File: src/rtl/mem_pkg.sv
// rtl/mem_pkg.sv - shared encodings and helpers for the MEM-stage load/store unit
package mem_pkg;

    localparam int WORD_AW_DEF = 10;

    localparam logic [1:0] SZ_BYTE = 2'b00;
    localparam logic [1:0] SZ_HALF = 2'b01;
    localparam logic [1:0] SZ_WORD = 2'b10;

    typedef enum logic [1:0] {
        ST_IDLE      = 2'd0,
        ST_LOAD_WAIT = 2'd1,
        ST_RMW       = 2'd2
    } mau_state_t;

    // Size 2'b11 behaves as a word, so bit 1 alone identifies word accesses.
    function automatic logic is_misaligned(input logic [1:0] size, input logic [1:0] offset);
        if (size == SZ_HALF)
            return offset[0];
        else if (size[1])
            return offset != 2'b00;
        else
            return 1'b0;
    endfunction

endpackage

File: src/rtl/mem_lane_align.sv
// rtl/mem_lane_align.sv - little-endian lane extract for loads and lane merge for sub-word stores
module mem_lane_align
    import mem_pkg::*;
(
    input  logic [31:0] ld_word,
    input  logic [1:0]  offset,
    input  logic [1:0]  size,
    input  logic        is_unsigned,
    output logic [31:0] ld_result,
    input  logic [31:0] st_old,
    input  logic [31:0] st_wdata,
    output logic [31:0] st_merged
);

    logic [7:0]  ld_byte;
    logic [15:0] ld_half;

    always_comb begin
        ld_byte = 8'h00;
        case (offset)
            2'd0: ld_byte = ld_word[7:0];
            2'd1: ld_byte = ld_word[15:8];
            2'd2: ld_byte = ld_word[23:16];
            2'd3: ld_byte = ld_word[31:24];
            default: ld_byte = 8'h00;
        endcase
        ld_half = offset[1] ? ld_word[31:16] : ld_word[15:0];

        if (size == SZ_BYTE)
            ld_result = {{24{~is_unsigned & ld_byte[7]}}, ld_byte};
        else if (size == SZ_HALF)
            ld_result = {{16{~is_unsigned & ld_half[15]}}, ld_half};
        else
            ld_result = ld_word;
    end

    always_comb begin
        st_merged = st_old;
        if (size == SZ_BYTE) begin
            case (offset)
                2'd0: st_merged[7:0]   = st_wdata[7:0];
                2'd1: st_merged[15:8]  = st_wdata[7:0];
                2'd2: st_merged[23:16] = st_wdata[7:0];
                2'd3: st_merged[31:24] = st_wdata[7:0];
                default: st_merged = st_old;
            endcase
        end else if (size == SZ_HALF) begin
            if (offset[1])
                st_merged[31:16] = st_wdata[15:0];
            else
                st_merged[15:0]  = st_wdata[15:0];
        end else begin
            st_merged = st_wdata;
        end
    end

endmodule

File: src/rtl/mem_access_unit.sv
// rtl/mem_access_unit.sv - sized CPU requests to word-addressed DM accesses with RMW sub-word stores
module mem_access_unit
    import mem_pkg::*;
#(
    parameter int WORD_AW = WORD_AW_DEF
) (
    input  logic        clk,
    input  logic        rst,
    input  logic        req_valid,
    input  logic        req_store,
    input  logic [1:0]  req_size,
    input  logic        req_unsigned,
    input  logic [31:0] req_addr,
    input  logic [31:0] req_wdata,
    output logic        busy,
    output logic        rsp_valid,
    output logic [31:0] rsp_rdata,
    output logic        misaligned,
    output logic [31:0] dm_addr,
    output logic [31:0] dm_data_in,
    output logic        dm_write_en,
    input  logic [31:0] dm_data_out
);

    mau_state_t         state;
    logic [WORD_AW-1:0] cap_idx;
    logic [1:0]         cap_off;
    logic [1:0]         cap_size;
    logic               cap_unsigned;
    logic [31:0]        cap_wdata;

    logic               accept;
    logic               req_mis;
    logic [WORD_AW-1:0] req_idx;
    logic [31:0]        ld_result;
    logic [31:0]        st_merged;
    logic               unused_addr_bits;

    assign req_idx          = req_addr[WORD_AW+1:2];
    assign unused_addr_bits = ^req_addr[31:WORD_AW+2];
    assign accept           = req_valid & (state == ST_IDLE);
    assign req_mis          = is_misaligned(req_size, req_addr[1:0]);
    assign busy             = (state != ST_IDLE);

    // IDLE drives the live request address so the DM read starts in the accept cycle.
    assign dm_addr    = {{(32-WORD_AW){1'b0}}, (state == ST_IDLE) ? req_idx : cap_idx};
    assign dm_data_in = (state == ST_RMW) ? st_merged : req_wdata;
    assign dm_write_en = ~rst & ((accept & req_store & req_size[1] & ~req_mis)
                                 | (state == ST_RMW));

    mem_lane_align u_lane_align (
        .ld_word     (dm_data_out),
        .offset      (cap_off),
        .size        (cap_size),
        .is_unsigned (cap_unsigned),
        .ld_result   (ld_result),
        .st_old      (dm_data_out),
        .st_wdata    (cap_wdata),
        .st_merged   (st_merged)
    );

    always_ff @(posedge clk) begin
        if (rst) begin
            state        <= ST_IDLE;
            rsp_valid    <= 1'b0;
            rsp_rdata    <= 32'h0;
            misaligned   <= 1'b0;
            cap_idx      <= '0;
            cap_off      <= 2'b00;
            cap_size     <= SZ_BYTE;
            cap_unsigned <= 1'b0;
            cap_wdata    <= 32'h0;
        end else begin
            rsp_valid  <= 1'b0;
            misaligned <= 1'b0;
            case (state)
                ST_IDLE: begin
                    if (accept) begin
                        cap_idx      <= req_idx;
                        cap_off      <= req_addr[1:0];
                        cap_size     <= req_size;
                        cap_unsigned <= req_unsigned;
                        cap_wdata    <= req_wdata;
                        if (req_mis)
                            misaligned <= 1'b1;
                        else if (!req_store)
                            state <= ST_LOAD_WAIT;
                        else if (!req_size[1])
                            state <= ST_RMW;
                    end
                end
                ST_LOAD_WAIT: begin
                    rsp_valid <= 1'b1;
                    rsp_rdata <= ld_result;
                    state     <= ST_IDLE;
                end
                ST_RMW: begin
                    state <= ST_IDLE;
                end
                default: state <= ST_IDLE;
            endcase
        end
    end

endmodule
File: config.mk
export PLATFORM = sky130hd
export DESIGN_NAME = mem_access_unit
export DESIGN_NICKNAME = d
export VERILOG_FILES = /design/src/rtl/mem_pkg.sv /design/src/rtl/mem_lane_align.sv /design/src/rtl/mem_access_unit.sv
export SDC_FILE = /design/constraint.sdc
export NUM_CORES = 1
export LEC_CHECK = 0
export ABC_CLOCK_PERIOD_IN_PS = 5100
export BUFFER_PORTS_ARGS = -buffer_cell sky130_fd_sc_hd__buf_2
export CAP_MARGIN = 25
export CORE_UTILIZATION = 35
export CTS_CLUSTER_DIAMETER = 40
export DETAILED_ROUTE_END_ITERATION = 10
export REMOVE_ABC_BUFFERS = 1
export SLEW_MARGIN = 20
export SYNTH_ARGS = -nofsm -noshare
export SYNTH_HDL_FRONTEND = slang
export SYNTH_SLANG_ARGS = --single-unit
File: constraint.sdc
create_clock -name clk -period 5.1 [get_ports clk]
set_input_delay 1.275 -clock clk [delete_from_list [all_inputs] [get_ports clk]]
set_output_delay 1.275 -clock clk [all_outputs]
set_load 0.01 [all_outputs]
* After elaboration in Yosys (flattened, before gate mapping)
Cells that the tools add are included.
** Storage, ports and cells
- Input bits :: 103
- Logic and storage cells :: 59
- Output and inout port bits :: 100
- Register bits after elaboration :: 83
** Operators by class
- Muxes and demuxes :: 20
- Equality and inequality tests :: 8
- Reductions and logical operators :: 9
- Bitwise gates (word level) :: 13
** Operators with widths (number)
- $mux 32 :: 5
- $mux 16 :: 3
- $mux 8 :: 4
- $pmux 8 s4 :: 1
- $mux 10 :: 1
- $eq 2x1->1 const B :: 4
- $and 1x1->1 :: 7
- $eq 2x2->1 const B :: 3
- $logic_not 2->1 :: 3
- $not 1->1 :: 5
- $mux 1 :: 4
- $mux 2 :: 2
- $reduce_bool 2->1 :: 2
- $reduce_and 3->1 :: 1
- $reduce_or 3->1 :: 1
- $ne 2x2->1 const B :: 1
- $reduce_and 2->1 :: 1
- $reduce_or 2->1 :: 1
- $or 1x1->1 :: 1

* Logic depth before layout (Yosys ltp)
- Word-level depth :: 7
- Gate-level depth with buffers :: 7
- Gate-level depth less buffers :: 3

* By module
A second synthesis with hierarchy kept.
** Second synthesis, totals
- Cell total of the unflattened synthesis :: 662
- Area, all modules :: 5242.5 sq um
** Modules (own cells, without submodules)
- mem_access_unit :: area an instance 3592.2 sq um, cells each 435, seq. area each 1661.6 sq um, times used 1
- mem_lane_align :: area an instance 1650.3 sq um, cells each 227, seq. area each 0.0 sq um, times used 1

* Worst setup path after synthesis
Ideal clock, no wire load.
- Path kind :: in2out
- From :: input req_valid
- To :: output dm_write_en
- Setup slack :: 1402 ps
- Arrival time :: 2423 ps
- Stages :: 5
- Path buffers :: 2
- Data required time :: 3825 ps
- Cell sequence :: nor3b_1 buf_2 buf_2 nand4_1 a21oi_1
** On the way
- Longest elaborated chain between the ends :: 6
** RTL lines
- start, declared :: RTL line mem_access_unit.sv:9 : input logic req_valid,
- $and 1x1->1 :: RTL line mem_access_unit.sv:41 : assign accept = req_valid & (state == ST_IDLE);
- $and 1x1->1 (3 in a row) :: RTL line mem_access_unit.sv:48 : assign dm_write_en = ~rst & ((accept & req_store & req_size[1] & ~req_mis)
- $or 1x1->1 :: RTL line mem_access_unit.sv:49 : | (state == ST_RMW));
- $and 1x1->1 :: RTL line mem_access_unit.sv:48
- end, declared :: RTL line mem_access_unit.sv:21 : output logic dm_write_en,
Every way passes these cells.

* Worst setup path in the final report
- From :: register cap_off[1]
- To :: output dm_data_in[7]
** On the way
- Longest elaborated chain between the ends :: 4
- Elaborated cells on any way between the ends :: 6
- Classes of those cells :: mux (5); reduce/logical (1)
** RTL lines
- start, declared :: RTL line mem_access_unit.sv:27 : logic [1:0] cap_off;
- start signal, assigned :: RTL line mem_access_unit.sv:80 : cap_off <= req_addr[1:0];
- $mux 16 / $logic_not 2->1 (equally long branches) :: RTL line mem_lane_align.sv:48, mem_lane_align.sv:40
- $mux 32 / $mux 8 (equally long branches) :: RTL line mem_lane_align.sv:47, mem_lane_align.sv:40
- $mux 32 * :: RTL line mem_lane_align.sv:39 : if (size == SZ_BYTE) begin
- $mux 32 * :: RTL line mem_access_unit.sv:47 : assign dm_data_in = (state == ST_RMW) ? st_merged : req_wdata;
- end, declared :: RTL line mem_access_unit.sv:20 : output logic [31:0] dm_data_in,
Every way passes the cells marked *; elsewhere a longest branch is shown, timed or not.

==> out/qor.txt <==
post-route DRC violation count -> 10
Synth Area per Inst -> 8.25 um2
Mapped Area -> 5320 um2
global-route wire length before repair -> 26900 um
Root Driver -> clkbuf_16
P_sw -> 537 uW
CP max FO -> 40
Max Cap Viol -> 0
Sw Ratio -> 29.9%
Detail Route Antenna Nets -> 0
GRT Util Overall -> 22.0%
final setup TNS -> 0 ns
worst-margin pin slew -> 1.09 ns
chip height -> 125 um
power share of the clock group -> 39.5%
share of layout cells above drive strength 1 -> 28.1%
worst vdd ir -> 0.150 mV
H-tree depth -> 3
Yosys warnings -> 0
CTS tree -> built
Num CTS Buffers -> 9
Post-synth EDFFs -> 0
pin count of the biggest net entering global routing -> 84
Starting Density -> 36.2%
delay of the slowest cell on the worst path -> 0.77 ns
GRT overflow -> 0
slowest CP cell -> dfxtp_2
cts hold-fix bufs -> 0
final worst slack -> 1.37 ns
clock skew -> 0.00738 ns
fin nets -> 860
Post-CTS Setup Repair Bufs -> 0
WL/cell -> 18.3 um
vias in the first global route -> 4758
WP data required -> 3.83 ns
Rows -> 44
setup slack, reg-to-reg -> 2.34 ns
CP startpoint -> cap_off[1]
async set-reset flop share out of synthesis -> 0%
total number of vias -> 5218
Chip Width -> 125 um
Critical Path Sink -> dm_data_in[7]
PD cells -> 282 nW/um2
Slew Limit Fails -> 0
Placeable Area -> 14700 um2
Final HPWL DP -> 12000 um
Static Leak -> 2.80 nW
RSZ-0062 raised after global routing -> false
register area share after synthesis -> 31.2%
worst skew pair latency -> 0.34 ns
Levels on crit path -> 4
most frequent cells in the layout -> buf_2, nor2_1, dfxtp_1
reg2reg end -> rsp_rdata[9]
Iter 0 DRT Violations -> 362
reg2reg start -> cap_off[1]
# setup viols final -> 0
Die ar. -> 15700 um2
crit-path cells -> inv_2 -> a21oi_1 -> o211ai_1 -> buf_2
Area growth syn-to-layout -> 19.8%
RD Place Congestion -> 0.791
commonest non-fill, non-tap cell in the layout -> buf_2
vias per cell -> 5.52
nature of the critical path startpoint -> flip-flop
sinks on the clock net -> 83
Ports -> 203
post-synthesis cell type count -> 51
pre-CTS setup slack -> 1.70 ns
number of buffers added on ports -> 160
WP buf/inv -> 2
post-layout min period -> 3.73 ns
total wire length -> 17300 um
Hold Path Class -> reg -> reg
Pre-Repair DR Iteration Count -> 8
failing checks -> design-rule violations
prevailing post-synth register cell -> dfxtp_1
Pint -> 1.26 mW
CP endpoint kind -> primary output
Reg clk slew, reported paths -> 0.07 ns
synthesis-stage register bit count -> 83
Setup CP Type -> reg -> out
Max Freq -> 268 MHz
initial antenna violation count -> 2
Synth Instances -> 645
Comb power frac -> 20.5%
Max Root-Sink Buffers -> 2
slew margin rel. -> 27.1%
CTS resizes -> 0
worst reg-to-reg path cell count -> 4
fin crit share -> 73.2%
fill cell count -> 1472
critical path data arrival time -> 2.46 ns
status -> finished with violations
final hold violations -> 0
delay-heaviest family, CP -> compound AO/OA/AOI/OAI gates
Sequential Power Share -> 40.0%
==> power groups by stage <==
stage | registers (mW) | clock network [mW] | logic [mW]
5_1_grt | 0.726 | 0.759 | 0.403
4_1_cts | 0.719 | 0.732 | 0.368
3_5_place_dp | 0.733 | 0 | 0.367
3_3_place_gp | 0.733 | 0 | 0.366
6_report | 0.720 | 0.711 | 0.369
2_1_floorplan | 0.738 | 0 | 0.212
==> worst min-delay path by stage <==
stage	start	to	slack (ns)	depth (start not counted)
6_report	cap_idx[6]	cap_idx[6]	0.49	2
4_1_cts	cap_idx[6]	cap_idx[6]	0.50	2
3_5_place_dp	cap_idx[6]	cap_idx[6]	0.48	2
3_3_place_gp	cap_idx[6]	cap_idx[6]	0.47	2
2_1_floorplan	cap_idx[0]	cap_idx[0]	0.45	2
5_1_grt	cap_idx[9]	cap_idx[9]	0.51	2
==> Yosys cell counts (9+ instances only) <==
cell type   n  area (um2)
buf_2      14        70.1
a311oi_1   15         131
nand3_1    22         110
o211ai_1   16         120
mux2_1     24         270
a21oi_1    29         145
nor2_1     95         357
buf_4      22         165
dfxtp_1    83        1660
nand2_1    34         128
mux2i_1    50         500
nand2b_1   12        75.1
a31oi_1    18         113
clkbuf_1   45         169
a311oi_2   10         150
and3b_1     9        78.8
o221ai_1   15         131
==> metal layers <==
metal  track usage [%]  part of all wire [%]
met1              30.8                    47
met2              33.8                    44
met3              5.01                   7.2
met4              5.60                  0.92
met5                 0                     0
==> layout make-up <==
| cell class | count | area (um2) | area share, % |
|---|---|---|---|
| Clock inverter | 6 | 91.3 | 1.43 |
| Tap cell | 184 | 230 | 3.61 |
| Inverter | 11 | 41.3 | 0.648 |
| Clock buffer | 9 | 225 | 3.53 |
| Antenna cell | 1 | 2.50 | 0.0392 |
| Timing Repair Buffer | 171 | 883 | 13.9 |
| Sequential cell | 83 | 1660 | 26.1 |
| Multi-Input combinational cell | 481 | 3240 | 50.8 |
==> registers in the layout (all words and copies together) (netlist names) <==
name and cells:
rsp_rdata 32, cap_wdata 32, cap_size 2, cap_unsigned 1, rsp_valid 1, misaligned 1, cap_idx 10, state 2
cap_off 2
==> tightest hold or removal path, stage by stage (launching register included) <==
cell and delay (ns):
dfxtp_1 0.32, mux2i_1 0.06, nor2_1 0.07
==> kinds of logic after synthesis <==
| group | count (synthesis) | share of synthesized area [%] |
|---|---|---|
| other cells | 1 | 0.0705 |
| compound gates | 166 | 23.8 |
| simple gates | 218 | 20.3 |
| mux | 75 | 14.9 |
| flops | 83 | 31.2 |
| buf+inv | 102 | 9.67 |
==> stage by stage <==
| stage | cells | util, % | cell area [um2] | power (mW) | hold slack (ns) |
|---|---|---|---|---|---|
| floorplan | 575 | - | 4930 | 0.950 | 0.453 |
| global placement | 929 | 41.2 | 6050 | 1.10 | 0.466 |
| detailed placement | 929 | 41.2 | 6050 | 1.10 | 0.479 |
| CTS | 944 | 43.3 | 6370 | 1.82 | 0.495 |
| global route | 946 | 43.4 | 6380 | 1.89 | 0.510 |
| finish | 946 | 43.4 | 6380 | 1.80 | 0.489 |
Power figures use the tool's default switching activity.
